## src/rtl/imem_boot_loader_pkg.sv

```systemverilog
// Shared types and constants for the instruction-memory boot loader.
package imem_boot_loader_pkg;

    typedef enum logic [2:0] {
        IDLE,
        LEN_LO,
        LEN_HI,
        DATA,
        WRITE,
        DONE,
        ERROR
    } boot_state_t;

    // Length header is two bytes, little-endian, counting words.
    localparam int unsigned HDR_BYTES      = 2;
    localparam int unsigned BYTES_PER_WORD = 4;
    localparam int unsigned LEN_W          = 8 * HDR_BYTES;

endpackage

```

## src/rtl/boot_word_assembler.sv

```systemverilog
// Collects stream bytes little-endian into one instruction word.
module boot_word_assembler
    import imem_boot_loader_pkg::*;
(
    input  logic                          clk,
    input  logic                          rst,
    input  logic                          clear,
    input  logic                          push,
    input  logic [7:0]                    data_byte,
    output logic                          word_full,
    output logic [8*BYTES_PER_WORD-1:0]   word
);

    localparam int unsigned IDX_W = $clog2(BYTES_PER_WORD);

    logic [IDX_W-1:0] idx;

    // The push carrying the last byte of a word completes it.
    assign word_full = push && (idx == IDX_W'(BYTES_PER_WORD - 1));

    // Byte lane insert and wrapping byte index.
    always_ff @(posedge clk) begin
        if (rst || clear) begin
            idx  <= '0;
            word <= '0;
        end else if (push) begin
            for (int unsigned k = 0; k < BYTES_PER_WORD; k++) begin
                if (idx == IDX_W'(k)) begin
                    word[8*k +: 8] <= data_byte;
                end
            end
            idx <= idx + IDX_W'(1);
        end
    end

endmodule

```

## src/rtl/imem_boot_loader.sv

```systemverilog
// Streams a length-prefixed program image into instruction memory and
// keeps the core stalled until the whole image has been written.
module imem_boot_loader
    import imem_boot_loader_pkg::*;
#(
    parameter int unsigned IMEM_WORDS = 256,
    parameter int unsigned ADDR_W     = 8
) (
    input  logic              clk,
    input  logic              rst,
    input  logic              start,
    input  logic              byte_valid,
    input  logic [7:0]        byte_data,
    output logic              byte_ready,
    output logic              imem_we,
    output logic [ADDR_W-1:0] imem_waddr,
    output logic [31:0]       imem_wdata,
    output logic              core_hold,
    output logic              busy,
    output logic              done,
    output logic              error,
    output logic [ADDR_W:0]   word_count
);

    boot_state_t       state;
    boot_state_t       state_n;
    logic [LEN_W-1:0]  len;
    logic [LEN_W-1:0]  len_full;
    logic [LEN_W:0]    wc_next;
    logic [ADDR_W-1:0] waddr;
    logic              xfer;
    logic              len_bad;
    logic              honour_start;
    logic              asm_clear;
    logic              asm_push;
    logic              word_full;
    logic [31:0]       asm_word;

    assign xfer     = byte_valid && byte_ready;
    assign len_full = {byte_data, len[7:0]};
    assign len_bad  = (len_full == '0) ||
                      ((LEN_W+1)'(len_full) > (LEN_W+1)'(IMEM_WORDS));
    assign wc_next  = (LEN_W+1)'(word_count) + (LEN_W+1)'(1);
    assign asm_push = xfer && (state == DATA);

    // The assembled register already holds all four bytes while in WRITE.
    assign imem_wdata = asm_word;
    assign imem_waddr = waddr;

    boot_word_assembler u_asm (
        .clk       (clk),
        .rst       (rst),
        .clear     (asm_clear),
        .push      (asm_push),
        .data_byte (byte_data),
        .word_full (word_full),
        .word      (asm_word)
    );

    // Next-state decision for the load sequencer.
    always_comb begin
        state_n      = state;
        honour_start = 1'b0;
        asm_clear    = 1'b0;
        unique case (state)
            IDLE, DONE, ERROR: begin
                if (start) begin
                    state_n      = LEN_LO;
                    honour_start = 1'b1;
                    asm_clear    = 1'b1;
                end
            end
            LEN_LO: begin
                if (xfer) state_n = LEN_HI;
            end
            LEN_HI: begin
                if (xfer) begin
                    state_n   = len_bad ? ERROR : DATA;
                    asm_clear = 1'b1;
                end
            end
            DATA: begin
                if (word_full) state_n = WRITE;
            end
            WRITE: begin
                state_n = (wc_next == (LEN_W+1)'(len)) ? DONE : DATA;
            end
            default: state_n = IDLE;
        endcase
    end

    // State, length/address/count registers and outputs decoded from the next state.
    always_ff @(posedge clk) begin
        if (rst) begin
            state      <= IDLE;
            len        <= '0;
            waddr      <= '0;
            word_count <= '0;
            byte_ready <= 1'b0;
            imem_we    <= 1'b0;
            core_hold  <= 1'b1;
            busy       <= 1'b0;
            done       <= 1'b0;
            error      <= 1'b0;
        end else begin
            state      <= state_n;
            byte_ready <= (state_n == LEN_LO) || (state_n == LEN_HI) || (state_n == DATA);
            busy       <= (state_n == LEN_LO) || (state_n == LEN_HI) ||
                          (state_n == DATA)   || (state_n == WRITE);
            imem_we    <= (state_n == WRITE);
            done       <= (state_n == DONE);
            error      <= (state_n == ERROR);
            core_hold  <= (state_n != DONE);

            if (honour_start) begin
                word_count <= '0;
            end
            if (state == LEN_LO && xfer) begin
                len[7:0] <= byte_data;
            end
            if (state == LEN_HI && xfer) begin
                len[15:8] <= byte_data;
                waddr     <= '0;
            end
            if (state == WRITE) begin
                word_count <= word_count + (ADDR_W+1)'(1);
                if (state_n == DATA) begin
                    waddr <= waddr + ADDR_W'(1);
                end
            end
        end
    end

endmodule

```

## config.mk

```make
export PLATFORM = sky130hd
export DESIGN_NAME = imem_boot_loader
export DESIGN_NICKNAME = d
export VERILOG_FILES = /design/src/rtl/imem_boot_loader_pkg.sv /design/src/rtl/boot_word_assembler.sv /design/src/rtl/imem_boot_loader.sv
export SDC_FILE = /design/constraint.sdc
export NUM_CORES = 1
export LEC_CHECK = 0
export CORE_MARGIN = 1.5
export CORE_UTILIZATION = 40
export CTS_BUF_LIST = sky130_fd_sc_hd__clkbuf_8 sky130_fd_sc_hd__clkbuf_16
export DETAILED_ROUTE_END_ITERATION = 16
export GPL_ROUTABILITY_DRIVEN = 1
export SLEW_MARGIN = 20
export SYNTH_ARGS = -nofsm -noshare
export SYNTH_HDL_FRONTEND = slang
export SYNTH_SLANG_ARGS = --single-unit
```

## constraint.sdc

```tcl
create_clock -name clk -period 3.3 [get_ports clk]
set_input_delay 0.495 -clock clk [delete_from_list [all_inputs] [get_ports clk]]
set_output_delay 0.495 -clock clk [all_outputs]
set_load 0.005 [all_outputs]
```

Yosys cells after proc, flatten, opt, wreduce, memory -nomap -nowiden
Index checks and enable logic that the tools add are counted.
Widths: inputs -> output; s select.
{ "op_classes": {"n_reduce_logical": 19, "eq_ne": 17, "addsub": 4, "muxes": 16, "order_cmp": 1} }
{ "op_table": {"columns": ["op", "n"], "rows": [
  ["$mux 8", 3],
  ["$eq 3x3->1 const B", 6],
  ["$mux 3", 6],
  ["$mux 9", 2],
  ["$eq 10x16->1", 1],
  ["$gt 16x9->1 const B", 1],
  ["$logic_not 16->1", 1],
  ["$pmux 3 s5", 1],
  ["$eq 3x2->1 const B", 4],
  ["$add 9x1->10 const B", 1],
  ["$add 9x1->9 const B", 1],
  ["$add 8x1->8 const B", 1],
  ["$reduce_and 2->1", 4],
  ["$eq 3x1->1 const B", 2],
  ["$logic_and 1x1->1", 5],
  ["$logic_or 1x1->1", 5],
  ["$eq 2x2->1 const B", 2],
  ["$logic_not 3->1", 1],
  ["$mux 1", 3],
  ["$ne 3x3->1 const B", 1],
  ["$reduce_or 3->1", 1],
  ["$add 2x1->2 const B", 1],
  ["$eq 2x1->1 const B", 1],
  ["$logic_not 2->1", 1],
  ["other kinds (2)", 2]
]} }
{ "totals": {"input_bits": 12, "out_inout_bits": 55, "elab_cells": 73, "regBits": 76} }

Logic depth before layout (Yosys ltp)
Gate-level depths: netlist of run 1.
{ "logic_depth": {"ltp_word": 9, "ltp_mapped": 11, "mapped_depth_nobuf": 8} }

Cells and area by module
From an unflattened synthesis of run 1, not the netlist that was laid out.
{ "hier_totals": {"hier_cells": 429, "area_unflattened_um2": 3802.4} }
{ "modules_own_cells": {"columns": ["module", "area_each_um2", "cells_each", "instances"], "rows": [
  ["imem_boot_loader", 2227.1, 268, 1],
  ["boot_word_assembler", 1575.3, 161, 1]
]} }

Least setup slack after synthesis of run 1
No wires, ideal clock.
{ "synth_timing": {"path_kind": "reg2reg", "startpoint": "register word_count[1]", "endpoint": "register waddr[5], in the netlist imem_waddr[5]", "n_path_buf": 3, "setup_time_ns": 0.120, "period_less_slack_ns": 2.243, "slack_ns": 1.057, "t_arrival_ns": 2.123, "path_stages_with_launch": 12, "t_required_ns": 3.180, "path_cell_list": "dfxtp_1 > ha_1 > buf_2 > buf_2 > xor2_1 > o221ai_1 > o41ai_1 > o2111ai_1 > o21ai_2 > buf_4 > nor4_1 > a211o_1"} }
{ "synth_via": {"elab_chain_len": 7} }
{ "synth_rtl": {"columns": ["item", "line_no", "text"], "rows": [
  ["from (decl)", "imem_boot_loader.sv:22", "output logic [ADDR_W:0] word_count"],
  ["from (signal assigned)", "imem_boot_loader.sv:126", "word_count <= word_count + (ADDR_W+1)'(1);"],
  ["$add 9x1->10", "imem_boot_loader.sv:43", "assign wc_next = (LEN_W+1)'(word_count) + (LEN_W+1)'(1);"],
  ["$eq 10x16->1", "imem_boot_loader.sv:86", "state_n = (wc_next == (LEN_W+1)'(len)) ? DONE : DATA;"],
  ["$mux 3", "imem_boot_loader.sv:86", null],
  ["$pmux 3 s5", "imem_boot_loader.sv:65", "unique case (state)"],
  ["$eq 3x2->1", "imem_boot_loader.sv:127", "if (state_n == DATA) begin"],
  ["$mux 8", "imem_boot_loader.sv:127", null],
  ["$mux 8", "imem_boot_loader.sv:125", "if (state == WRITE) begin"],
  ["to (signal assigned)", "imem_boot_loader.sv:128", "waddr <= waddr + ADDR_W'(1);"],
  ["to (decl)", "imem_boot_loader.sv:30", "logic [ADDR_W-1:0] waddr;"]
]} }
Every way passes these cells.
A chain may end at the register's enable or synchronous reset.

Final worst setup path of run 1
{ "layout_timing": {"startpoint": "register word_count[0]", "endpoint": "register core_hold"} }
{ "layout_via": {"elab_chain_len": 5} }
{ "layout_rtl": {"columns": ["item", "line_no", "text"], "rows": [
  ["$add 9x1->10", "imem_boot_loader.sv:43", null],
  ["$eq 10x16->1", "imem_boot_loader.sv:86", null],
  ["$mux 3", "imem_boot_loader.sv:86", null],
  ["$pmux 3 s5", "imem_boot_loader.sv:65", null],
  ["$ne 3x3->1", "imem_boot_loader.sv:113", "core_hold <= (state_n != DONE);"],
  ["to (signal assigned)", "imem_boot_loader.sv:113", null],
  ["to (decl)", "imem_boot_loader.sv:18", "output logic core_hold,"]
]} }
Every way passes these cells.

==> reports/qor.yml, run 1 <==
port_buffers: 66
drv_slew: 0
drv_cap: 0
synthDistinctLibCells: 59
wl_um: 9380
synth_edf_count: 0
vdd_ir_drop_max_mv: 0.216
overflow: 0
syn_to_final_growth_pct: 28.9
drt_iter0_drc: 126
tns_ns: 0
worstSetupEndpoint: "core_hold"
ctsResizeCount: 0
core-area_mm2: 0.00834
drive_above_1_share_pct: 7.80
path_max_fanout: 11
rsz0062_at_grt: "false"
clock_path_buffers: 2
drcViolationCount: 0
critical_path.startpoint: "word_count[0]"
hold_viol: 0
ant_nets: 0
fin_crit_sh_pct: 83.6
start_util_pct: 42.1
synth-seq-cells: 76
ys.flop_type: "dfxtp_1"
ys.warnings.count: 0
chipWidth_um: 96.7
die_h_um: 96.7
die_area_mm2: 0.00935
nFillCells: 804
worstSetupPathType: "flop to flop"
clock_sinks: 76
place_congestion: 0.917
r2r_start: "word_count[0]"
layout.nets: 513
relSlewSlack_pct: 43.2
ff2ff_setup_slack_ns: 0.54
worstSetupEndpointType: "flop"
tritoncts: "yes"
grt_max_degree: 38
skew_ns: 0.0107
p_leak_nw: 1.58
regArea_mm2: 0.00152
post_drt_wl_per_cell_um: 15.5
utilization_pct: 54.3
grt_pass1_vias: 3021
seq_area_frac_synth_pct: 43.3
worst_pin_slew_ns: 0.847
worstPathArrival_ns: 2.99
clk-insertion-delay-late_ns: 0.35
postCtsHoldBufs: 0
reg2reg_depth: 9
synth_async_sr_flop_share_pct: 0
layout_min_cycle_time_ns: 2.76
pin_count: 67
cts-buffers-inserted: 9
crit_path_start_kind: "flop"
cellPowerDensity_mw_per_mm2: 427
cp.required_ns: 3.54
hp-class: "flop to flop"
viasPerCell: 5.42
cts_setup_buffers: 0
rows: 33
grt_pass1_wl_um: 15500
dr.pass1.iters: 5
post-dp-hpwl_um: 6330
antenna_cells: 0
vias: 3278
synth_fp_nets: 452
setup_viol: 0
avgSynthCellArea_um2: 8.09
timing.fmax_mhz: 363
outcome: "finished, final reports clean"
netlist_instances: 434
r2r_end: "core_hold"
root_buffer: "clkbuf_8"
multiInputGateArea_mm2: 0.00183
antenna_found_initial: 0
clk_pin_slew_ns: 0.08
htreeDepth: 3
grt_util_all_layers_pct: 20.2
syn-cell-area_mm2: 0.00351
critical path, stage by stage (launching register included):
cell and delay (ns):
dfxtp_1 0.52, ha_1 0.31, buf_4 0.22, xor2_1 0.18, nand4_1 0.11, a31oi_1 0.15, o2111ai_1 0.19, o21ai_2 0.42
o211ai_1 0.22, or3_1 0.33
area by class of cell:
type | instances | share of cell area [%]
multi-input cells | 320 | 40.5
flip-flops and latches | 76 | 33.6
repair buffers | 79 | 16.7
well taps | 105 | 2.90
clock buffers | 9 | 2.74
clock inverters | 7 | 2.74
inverters | 9 | 0.746
kinds of logic after synthesis:
kind of cell | after synthesis | share of synthesized area, %
buffers and inverters | 38 | 4.74
AND/OR/NAND/NOR | 193 | 26.2
flip-flops | 76 | 43.3
multiplexers | 10 | 2.89
AO/OA/AOI/OAI | 96 | 16.9
adder cells (fa/ha/maj) | 6 | 2.14
XOR/XNOR | 15 | 3.74
state kept, by name, summed over array words and instances, names as in the netlist:
name        count
imem_we         1
u_asm.word     32
error           1
core_hold       1
imem_waddr      8
word_count      9
busy            1
done            1
state           3
len            16
u_asm.idx       2
byte_ready      1
per-stage QoR:
stage               worst slack, ns  hold WS, ns  std cells  cell area [um^2]  total power, mW
global route                  0.297        0.480        605              4530             2.01
global placement              0.702        0.442        589              4280             1.08
finish                        0.542        0.458        605              4530             1.93
CTS                           0.570        0.462        605              4530             1.96
detailed placement            0.592        0.450        589              4280             1.08
floorplan                      1.06        0.436        434              3510             1.02
Yosys cell counts (all sizes together), types with 3 or more instances:
| cell | count | area [um^2] |
|---|---|---|
| a21oi | 55 | 275 |
| a221o | 3 | 30.0 |
| a31oi | 3 | 18.8 |
| and3 | 6 | 37.5 |
| buf | 14 | 76.3 |
| clkbuf | 15 | 56.3 |
| dfxtp | 76 | 1520 |
| ha | 6 | 75.1 |
| inv | 9 | 33.8 |
| mux2i | 9 | 90.1 |
| nand2 | 67 | 251 |
| nand2b | 3 | 18.8 |
| nand3 | 42 | 210 |
| nand4 | 4 | 31.3 |
| nor2 | 36 | 138 |
| nor2b | 3 | 18.8 |
| nor3 | 11 | 60.1 |
| nor4 | 6 | 37.5 |
| o21ai | 11 | 58.8 |
| xnor2 | 7 | 61.3 |
| xor2 | 8 | 70.1 |
placed cells by master (no fill, tap or decap), types with 2 or more instances in the layout:
| master | count |
|---|---|
| mux2i_1 | 9 |
| nor4_1 | 6 |
| nor3_2 | 2 |
| nor2_1 | 35 |
| nor4b_1 | 2 |
| nor3_1 | 9 |
| a221o_1 | 3 |
| xnor2_1 | 7 |
| a21o_1 | 2 |
| o21ai_0 | 9 |
| clkinv_4 | 2 |
| nand4_1 | 3 |
| a211oi_1 | 2 |
| bufinv_16 | 3 |
| and3_1 | 6 |
| dfxtp_1 | 76 |
| a31oi_1 | 3 |
| nand2_1 | 67 |
| a21oi_1 | 55 |
| o211ai_1 | 2 |
| nor3b_1 | 2 |
| nand2b_1 | 3 |
| or3_1 | 2 |
| clkbuf_8 | 9 |
| xor2_1 | 8 |
| clkdlybuf4s50_1 | 66 |
| inv_1 | 9 |
| buf_4 | 13 |
| nor2b_1 | 3 |
| a211o_1 | 2 |
| ha_1 | 6 |
| a41o_1 | 2 |
| and4_1 | 2 |
| nand3_1 | 42 |
power by group:
group / total, mW / switching [mW] / internal, mW
combinational: 0.124 / 0.0750 / 0.0493
clock: 0.873 / 0.366 / 0.507
sequential: 0.936 / 0.0118 / 0.924
worst min path at each step:
stage                   start  cells after the start  slack (ns)             end
2_1_floorplan         len[15]                      2        0.44         len[15]
3_3_place_gp   u_asm.word[28]                      2        0.44  u_asm.word[28]
3_5_place_dp   u_asm.word[30]                      2        0.45  u_asm.word[30]
4_1_cts        u_asm.word[30]                      2        0.46  u_asm.word[30]
5_1_grt         u_asm.word[4]                      2        0.48   u_asm.word[4]
6_report       u_asm.word[30]                      2        0.46  u_asm.word[30]
routing by layer:
layer  global-route usage, %  part of all wire (%)
met1                    27.3                    48
met2                    31.4                    45
met3                    5.27                   5.6
met4                    6.35                   1.3
met5                       0                     0
Power figures use the tool's default switching activity.
==> inputs of run 2 (changes only) <==
clock period = 2.68 ns   (was 3.3 ns; I/O delays follow)
==> reports/qor.yml, run 2 (synthesis gave the netlist of run 1 again) <==
crit_path_start_kind: "flop"
utilization_pct: 55.0
drcViolationCount: 0
holdPathStages: 2
overflow: 0
wl_um: 9380
p_leak_nw: 1.63
use_met1_pct: 27.7
dr.pass1.iters: 4
worstPathCellList: "ha_1 > buf_4 > a41oi_1 > o21ai_1 > a31oi_1 > o2111ai_1 > o21ai_2 > and3_1 > a221o_1"
layout.nets: 522
htreeDepth: 3
placed_area_mm2: 0.00434
clk-insertion-delay-late_ns: 0.35
core-area_mm2: 0.00834
grt_pass1_vias: 3046
viasPerCell: 5.49
layout_common_cells: "75 x dfxtp_1, 67 x nand2_1, 66 x clkdlybuf4s50_1"
tritoncts: "yes"
post-dp-hpwl_um: 6460
dp.cells: 597
setup_ws_ns: 0.271
clock_path_buffers: 2
ant_nets: 0
skew_ns: 0.0114
top_regs: "u_asm.word x32, len x16, word_count x9"
syn_to_final_growth_pct: 30.6
outcome: "finished, final reports clean"
rows: 33
rsz0062_at_grt: "false"
reg2reg_depth: 9
met2_usage_pct: 31.4
die_h_um: 96.7
die_area_mm2: 0.00935
grt_max_degree: 38
layout_min_cycle_time_ns: 2.41
place_ws_ns: 0.235
worstPathArrival_ns: 2.65
cts-buffers-inserted: 9
slowest_delay_ns: 0.37
fin_total_pwr_mw: 2.37
antenna_cells: 0
met3_usage_pct: 4.34
largest_register_ffs: 32
antenna_found_initial: 0
top_register: "u_asm.word"
vdd_ir_drop_max_mv: 0.313
hp-class: "flop to flop"
cp.depth: 9
stdcell_area_mm2: 0.00459
post_drt_wl_per_cell_um: 15.3
relSlewSlack_pct: 62.2
cellPowerDensity_mw_per_mm2: 517
place_congestion: 0.909
crit_buf_inv: 1
final_cell_count_no_fill: 614
path_max_fanout: 10
drv_slew: 0
grt_util_all_layers_pct: 20.2
clk_pin_slew_ns: 0.09
port_buffers: 66
root_buffer: "clkbuf_8"
cp.required_ns: 2.92
drt_iter0_drc: 166
drv_cap: 0
clock_sinks: 76
setup_viol: 0
cpLargestDelayFamily: "compound AO/OA/AOI/OAI gates"
worstSetupEndpointType: "flop"
top_usage_layer: "met2"
start_util_pct: 42.1
timing.fmax_mhz: 415
fin_crit_sh_pct: 89.9
critPathSlowestCell: "a221o_1"
postCtsHoldBufs: 0
hold_viol: 0
grt_pass1_wl_um: 15600
pin_count: 67
nFillCells: 799
vias: 3373
hold_ws_ns: 0.455
drive_above_1_share_pct: 9.43
worst_pin_slew_ns: 0.562
chipWidth_um: 96.7
worstSetupPathType: "flop to flop"
tns_ns: 0
final_common_cell: "dfxtp_1"
==> run 2: changes by cell type in the layout (fill, tap and decap cells not counted) <==
cell	delta
buf_4	+9
clkinv_4	-2
clkinv_2	+1
dfxtp_1	-1
dfxtp_2	+1
inv_1	+1
==> run 2: cell type report <==
type / count / area (um^2) / share of cell area (%)
Timing Repair Buffer: 88 / 826 / 18.0
Clock buffer: 9 / 124 / 2.70
Tap cell: 105 / 131 / 2.86
Sequential cell: 76 / 1520 / 33.2
Inverter: 9 / 33.8 / 0.736
Multi-Input combinational cell: 320 / 1830 / 40.0
Clock inverter: 7 / 115 / 2.51
==> run 2: report_power, final <==
group / switching [mW] / internal, mW
Clock: 0.446 / 0.618
Combinational: 0.0922 / 0.0646
Sequential: 0.0142 / 1.14
Total: 0.552 / 1.82
==> run 2: what timing repair did <==
item,in CTS,in global routing
buffers inserted,0,1
resized for setup,0,1
endpoints found under the setup margin,0,6
==> run 2: tightest hold or removal path: stages, from the launching register on <==
cell	delay, ns
dfxtp_1	0.31
nand2_1	0.05
a21oi_1	0.05
==> run 2: per-layer routing <==
layer,wire length (um),share of wire (%)
met1,4350,46
met2,4330,46
met3,546,5.8
met4,155,1.7
met5,0,0
==> run 2: path summary, 6_finish.rpt <==
| kind | end | startpoint | slack, ns |
|---|---|---|---|
| min | u_asm.word[13] | u_asm.word[13] | 0.45 |
| max | imem_waddr[2] | word_count[0] | 0.27 |
| max reg2reg | imem_waddr[2] | word_count[0] | 0.27 |
| min reg2reg | u_asm.word[13] | u_asm.word[13] | 0.45 |
==> inputs of run 3 (changes only) <==
REMOVE_ABC_BUFFERS = 1   (was default)
==> reports/qor.yml, run 3 (synthesis gave the netlist of run 1 again) <==
outcome: "finished, final reports clean"
stdcell_area_mm2: 0.00457
clk-insertion-delay-late_ns: 0.35
clock_path_buffers: 2
cp.required_ns: 2.92
antenna_found_initial: 0
drv_cap: 0
grt_max_degree: 37
top_usage_layer: "met2"
use_met1_pct: 25.8
root_buffer: "clkbuf_8"
final_cell_count_no_fill: 619
htreeDepth: 3
antenna_cells: 0
post-dp-hpwl_um: 6440
drive_above_1_share_pct: 10.1
met2_usage_pct: 31.3
skew_ns: 0.0114
layout_min_cycle_time_ns: 2.35
timing.critical_path.mode_cell: "buf_4"
fin_crit_sh_pct: 87.7
top_register: "u_asm.word"
ctsResizeCount: 0
start_util_pct: 42.1
cts-buffers-inserted: 9
grt_pass1_vias: 3086
final_common_cell: "dfxtp_1"
dr.pass1.iters: 5
drt_iter0_drc: 209
hp-class: "flop to flop"
dp.cells: 601
die_area_mm2: 0.00935
p_leak_nw: 1.62
drcViolationCount: 0
nFillCells: 801
chipWidth_um: 96.7
worstSetupPathType: "flop to flop"
slowest_delay_ns: 0.33
met3_usage_pct: 5.85
rows: 33
path_max_fanout: 7
cellPowerDensity_mw_per_mm2: 468
rsz0062_at_grt: "false"
clock_sinks: 76
place_congestion: 0.846
top_regs: "u_asm.word x32, len x16, word_count x9"
worstSetupEndpointType: "flop"
syn_to_final_growth_pct: 30.2
timing.fmax_mhz: 426
port_buffers: 66
postCtsHoldBufs: 0
pin_count: 67
worst_pin_slew_ns: 0.555
grt_pass1_wl_um: 15200
drv_slew: 0
vdd_ir_drop_max_mv: 0.245
layout_common_cells: "76 x dfxtp_1, 67 x nand2_1, 66 x clkdlybuf4s50_1"
overflow: 0
grt_util_all_layers_pct: 19.9
vias: 3360
die_h_um: 96.7
post_drt_wl_per_cell_um: 15.0
hold_viol: 0
largest_register_ffs: 32
placed_area_mm2: 0.00437
clk_pin_slew_ns: 0.08
setup_viol: 0
core-area_mm2: 0.00834
tritoncts: "yes"
viasPerCell: 5.43
crit_path_start_kind: "flop"
layout.nets: 527
wl_um: 9310
worstPathCellList: "ha_1 > buf_4 > xor2_1 > nand4_1 > a31oi_1 > o2111ai_1 > o21ai_2 > buf_4 > nor2_1 > a221o_1"
ant_nets: 0
critPathSlowestCell: "dfxtp_1"
worstPathArrival_ns: 2.59
relSlewSlack_pct: 62.7
[run 3: cell count changes in the layout (fill, tap and decap cells not counted), sizes merged]
cell,previous run,this run
buf,22,27
bufinv,3,0
clkbuf,9,11
clkinvlp,1,2
[run 3: stage by stage]
stage	total power [mW]	setup WS, ns	setup TNS [ns]	util (%)	hold WS, ns
5_1_grt	2.23	0.0467	0	54.8	0.475
3_5_place_dp	1.34	0.262	0	52.4	0.446
4_1_cts	2.17	0.268	0	54.6	0.461
2_1_floorplan	1.24	-1.41	-38.39	-	0.430
6_report	2.14	0.330	0	54.8	0.456
3_3_place_gp	1.33	0.297	0	52.4	0.442
[run 3: power by group]
part / leakage [nW] / switching [mW] / total [mW] / internal (mW)
registers: 0.613 / 0.0143 / 1.15 / 1.14
clock network: 0.0934 / 0.440 / 0.828 / 0.389
logic: 0.918 / 0.0946 / 0.159 / 0.0647
total: 1.62 / 0.549 / 2.14 / 1.59
[run 3: path summary, 6_finish.rpt]
path | to | depth (start not counted) | slack (ns) | startpoint
worst max-delay path | imem_waddr[6] | 10 | 0.33 | word_count[0]
worst min register to register | u_asm.word[7] | 2 | 0.46 | u_asm.word[7]
worst max register to register | imem_waddr[6] | 10 | 0.33 | word_count[0]
worst min-delay path | u_asm.word[7] | 2 | 0.46 | u_asm.word[7]
[run 3: area by class of cell]
class                           instances  area (um^2)  area share [%]
Multi-Input combinational cell        320         1830            40.1
Sequential cell                        76         1520            33.3
Timing Repair Buffer                   93          863            18.9
Clock buffer                           11          151            3.31
Tap cell                              105          131            2.87
Clock inverter                          5         36.3           0.794
Inverter                                9         33.8           0.739
[run 3: per-layer routing]
layer  share of wire [%]  vias to the layer above
met5                   0                        -
met4                 2.9                        0
met3                 7.5                       26
met2                  44                      119
met1                  46                     1538
li1                    -                     1677
[run 3: what timing repair did]
action / 4_1_cts / 5_1_grt
endpoints found under the setup margin: 0 / 2
hold endpoints to repair: 0 / 0
buffers inserted: 0 / 2
[run 3: worst max-delay path, delay by kind of cell (launching register included)]
family | cells | cell delay (ns)
buffers and inverters | 2 | 0.36
DFF | 1 | 0.33
and+or+nand+nor | 2 | 0.17
xor gates and xnor gates | 1 | 0.15
AOI/OAI and AO/OA | 4 | 0.97
adders and majority gates | 1 | 0.27
==> RTL edit 1, RTL diff (settings of run 2) <==
Encoding of `boot_state_t`: now one-hot (7 bits for 7 states).
--- a/src/rtl/imem_boot_loader_pkg.sv
+++ b/src/rtl/imem_boot_loader_pkg.sv
@@ -1,14 +1,14 @@
 // Shared types and constants for the instruction-memory boot loader.
 package imem_boot_loader_pkg;
 
-    typedef enum logic [2:0] {
-        IDLE,
-        LEN_LO,
-        LEN_HI,
-        DATA,
-        WRITE,
-        DONE,
-        ERROR
+    typedef enum logic [6:0] {
+        IDLE   = 7'b0000001,
+        LEN_LO = 7'b0000010,
+        LEN_HI = 7'b0000100,
+        DATA   = 7'b0001000,
+        WRITE  = 7'b0010000,
+        DONE   = 7'b0100000,
+        ERROR  = 7'b1000000
     } boot_state_t;
 
     // Length header is two bytes, little-endian, counting words.
Check against the original RTL: same outputs for any inputs over 10 cycles, from zero or initial values and one cycle with rst high; not proved beyond that.
==> RTL edit 1 against run 2 <==
Final area increased by 5.9%. Clock power grew 8%. Count of clock-buffer cells in the layout up 3. First-iteration DRC count is 71% higher. Largest cell class unchanged. Area after synthesis increased by 7.8%. Worst hold slack improved by 0.0016 ns. Total power is 4.4% higher. Sequential cell count up 4. Routed wire length rose by 9.7%. Synthesized cell count grew 6.2%. Worst setup slack better by 0.052 ns. Global-route usage is 1.3 points higher. Utilization is 2.2 points lower.
==> RTL edit 1: results <==
metrics = {
    "routing": {
        "vias": 3580,
        "routed_wl_um": 10300,
        "drtIter0Drc": 284,
    },
    "worst_setup_path": {
        "crit_fanout": 12,
        "rrSetupSlack_ns": 0.32,
        "critical_path_arrival_ns": 2.60,
        "slowest_delay_ns": 0.42,
        "r2r-end": "imem_waddr[1]$_SDFF_PP0_",
        "reg2regPathDepth": 7,
    },
    "synth": {
        "synthTopCellsByCount": "nand2_1, dfxtp_1, a21oi_1, nand3_1, nor2_1",
        "synth_compound_area_frac": 0.174,
        "synthAdderAreaFrac": 0.0198,
        "synthDistinctLibCells": 64,
        "synth-xor-area-share": 0.0254,
        "syn_nets": 479,
        "yosysSeqAreaShare": 0.423,
        "synthTopCellsByArea": "dfxtp_1, nand2_1, a21oi_1, nand3_1, nor2_1",
        "synthMuxAreaShare": 0.0238,
    },
    "min_path": {
        "hp-start": "u_asm.word[26]$_SDFFE_PP0P_",
        "hold_path_end": "u_asm.word[26]$_SDFFE_PP0P_",
    },
    "timing": {
        "fin_skew_ns": 0.0130,
        "relSlewSlack": 0.533,
    },
    "power_and_ir_drop": {
        "p_leak_nw": 1.68,
        "power.density_mw_per_mm2": 510,
    },
    "global_routing": {
        "grt_use_total": 0.214,
        "grt_pass1_vias": 3531,
        "grt_pass1_wl_um": 17100,
    },
    "clock_network": {
        "cts_resized": 0,
        "clk_root_buffer_cell": "clkbuf_8",
    },
    "status": {
        "outcome": "finished clean",
    },
    "placed_design": {
        "place_congestion": 0.837,
        "place_hpwl_um": 7160,
    },
    "cells_and_area": {
        "final_nets": 545,
        "fillers": 910,
        "drive_above_1_share": 0.0921,
    },
}
==> RTL edit 1: layout make-up <==
| class | instances | area, µm² | share of cell area |
|---|---|---|---|
| inverter | 4 | 15.0 | 0.00309 |
| sequential | 80 | 1600 | 0.330 |
| clock inverter | 4 | 98.8 | 0.0203 |
| multi-input combinational | 350 | 2050 | 0.421 |
| clock buffer | 12 | 165 | 0.0340 |
| tap | 111 | 139 | 0.0286 |
| timing repair buffer | 82 | 793 | 0.163 |
==> RTL edit 1: layer usage <==
metal  up-vias  wire length, µm  track usage
li1       1792                -            -
met1      1690             4760        0.269
met2        86             4810        0.353
met3        12              611       0.0522
met4         0              113       0.0845
met5         -                0            0
==> RTL edit 1: cells by family after synthesis <==
logic type / after synthesis
compound gates: 105
xor+xnor: 11
fa+ha+maj: 6
mux: 9
flops: 80
simple gates: 219
buf+inv: 31
==> RTL edit 1: worst min-delay path, cell delays in order, from the launching register on <==
cell and delay, ns:
dfxtp_1 0.31, nand2_1 0.05, a21oi_1 0.05
==> RTL edit 1: worst max-delay path by stage <==
stage | slack (ns) | startpoint | to | cells after the start
after global placement | 0.21 | byte_data[4] | busy$_SDFF_PP0_ | 7
final | 0.32 | word_count[0]$_SDFFE_PP0P_ | imem_waddr[1]$_SDFF_PP0_ | 7
after floorplan | 0.50 | word_count[1]$_SDFFE_PP0P_ | imem_waddr[1]$_SDFF_PP0_ | 8
after global routing | 0.18 | word_count[0]$_SDFFE_PP0P_ | imem_waddr[6]$_SDFF_PP0_ | 7
after CTS | 0.32 | word_count[0]$_SDFFE_PP0P_ | imem_waddr[1]$_SDFF_PP0_ | 7
after detailed placement | 0.16 | byte_data[4] | busy$_SDFF_PP0_ | 7
==> RTL edit 1: metrics by stage <==
| stage | util | instances | cell area, µm² | total power, mW |
|---|---|---|---|---|
| global placement | 0.500 | 627 | 4590 | 1.36 |
| CTS | 0.528 | 643 | 4860 | 2.50 |
| detailed placement | 0.500 | 627 | 4590 | 1.37 |
| global route | 0.528 | 643 | 4860 | 2.55 |
| floorplan | - | 461 | 3790 | 1.29 |
| finish | 0.528 | 643 | 4860 | 2.48 |
==> RTL edit 1: power by group <==
part | leakage (nW) | switching [mW] | internal, mW
Combinational | 0.907 | 0.0873 | 0.0498
Clock | 0.133 | 0.442 | 0.697
Sequential | 0.645 | 0.00687 | 1.19
==> RTL edit 2, RTL diff (settings of run 2) <==
Without the edit above. Change the parameter `ADDR_W` from 8 to 7.
--- a/src/rtl/imem_boot_loader.sv
+++ b/src/rtl/imem_boot_loader.sv
@@ -4,7 +4,7 @@
     import imem_boot_loader_pkg::*;
 #(
     parameter int unsigned IMEM_WORDS = 256,
-    parameter int unsigned ADDR_W     = 8
+    parameter int unsigned ADDR_W     = 7
 ) (
     input  logic              clk,
     input  logic              rst,
Ports: changed (resized imem_waddr and word_count); port bits go from 67 to 65. No check against the original RTL was run, so the function may have changed too.
==> RTL edit 2 against run 2 <==
Non-clock buffer count decreased by 6. Total power decreased by 4.3%. Routed wire length decreased by 3.8%. Sequential cell count decreased by 2. Final area decreased by 3.8%. Critical endpoint is now core_hold$_SDFF_PP1_. Highest routed layer unchanged. Clock power decreased by 6%. Die area decreased by 2.9%. Area after synthesis decreased by 3.0%. Count of clock-buffer cells in the layout increased by 1. Worst setup slack got worse by 0.031 ns. Global-route usage increased by 0.83 points. Clock skew increased by 0.0012 ns.
==> RTL edit 2: results <==
metrics = {
    "power_and_ir_drop": {
        "seqPwrFrac": 0.494,
        "p_leak_nw": 1.56,
    },
    "routing": {
        "routed-wl-met2_um": 4180,
        "wl_per_cell_um": 15.5,
        "via_per_inst": 5.43,
        "vias": 3168,
    },
    "placed_design": {
        "numPortBuffers": 64,
        "place_area_mm2": 0.00418,
        "place_congestion": 0.888,
    },
    "cells_and_area": {
        "post-route-util": 0.537,
        "inv_count": 6,
        "regArea_mm2": 0.00148,
        "clkbuf_count": 10,
        "buf_share": 0.176,
        "drive_above_1_share": 0.0983,
        "final_nets": 491,
    },
    "synth": {
        "syn_nets": 422,
        "synthTopCellsByCount": "dfxtp_1, nand2_1, a21oi_1, nor2_1, nand3_1",
        "yosysSeqAreaShare": 0.435,
        "synthAdderAreaFrac": 0.0221,
        "synth_cells": 404,
        "ys_ff_latch": 74,
        "synth-xor-area-share": 0.0283,
    },
    "global_routing": {
        "grt_use_total": 0.210,
        "grt_pass1_vias": 2898,
        "use_met3": 0.0431,
        "grtUsageMet2": 0.331,
        "grt_util_met1": 0.281,
        "grt_max_degree": 39,
    },
    "worst_setup_path": {
        "slowest_delay_ns": 0.48,
        "crit_fanout": 12,
    },
    "timing": {
        "relSlewSlack": 0.619,
        "fin_skew_ns": 0.0127,
    },
    "status": {
        "outcome": "finished clean",
    },
}
==> RTL edit 2: cell types whose count changed after synthesis, sizes merged, moves of 3 or more <==
cell,before,now
o211ai,2,7
nand3,42,31
mux2i,9,16
inv,9,5
a21oi,55,47
o21ai,11,15
or4,1,4
buf,14,6
nor3b,2,6
nand2,67,61
==> RTL edit 2: path summary, 6_finish.rpt <==
kind	from	end	slack, ns	cells past startpoint
setup / recovery	word_count[0]$_SDFFE_PP0P_	core_hold$_SDFF_PP1_	0.24	7
hold / removal	u_asm.word[15]$_SDFFE_PP0P_	u_asm.word[15]$_SDFFE_PP0P_	0.46	2
setup reg to reg	word_count[0]$_SDFFE_PP0P_	core_hold$_SDFF_PP1_	0.24	7
hold reg to reg	u_asm.word[15]$_SDFFE_PP0P_	u_asm.word[15]$_SDFFE_PP0P_	0.46	2
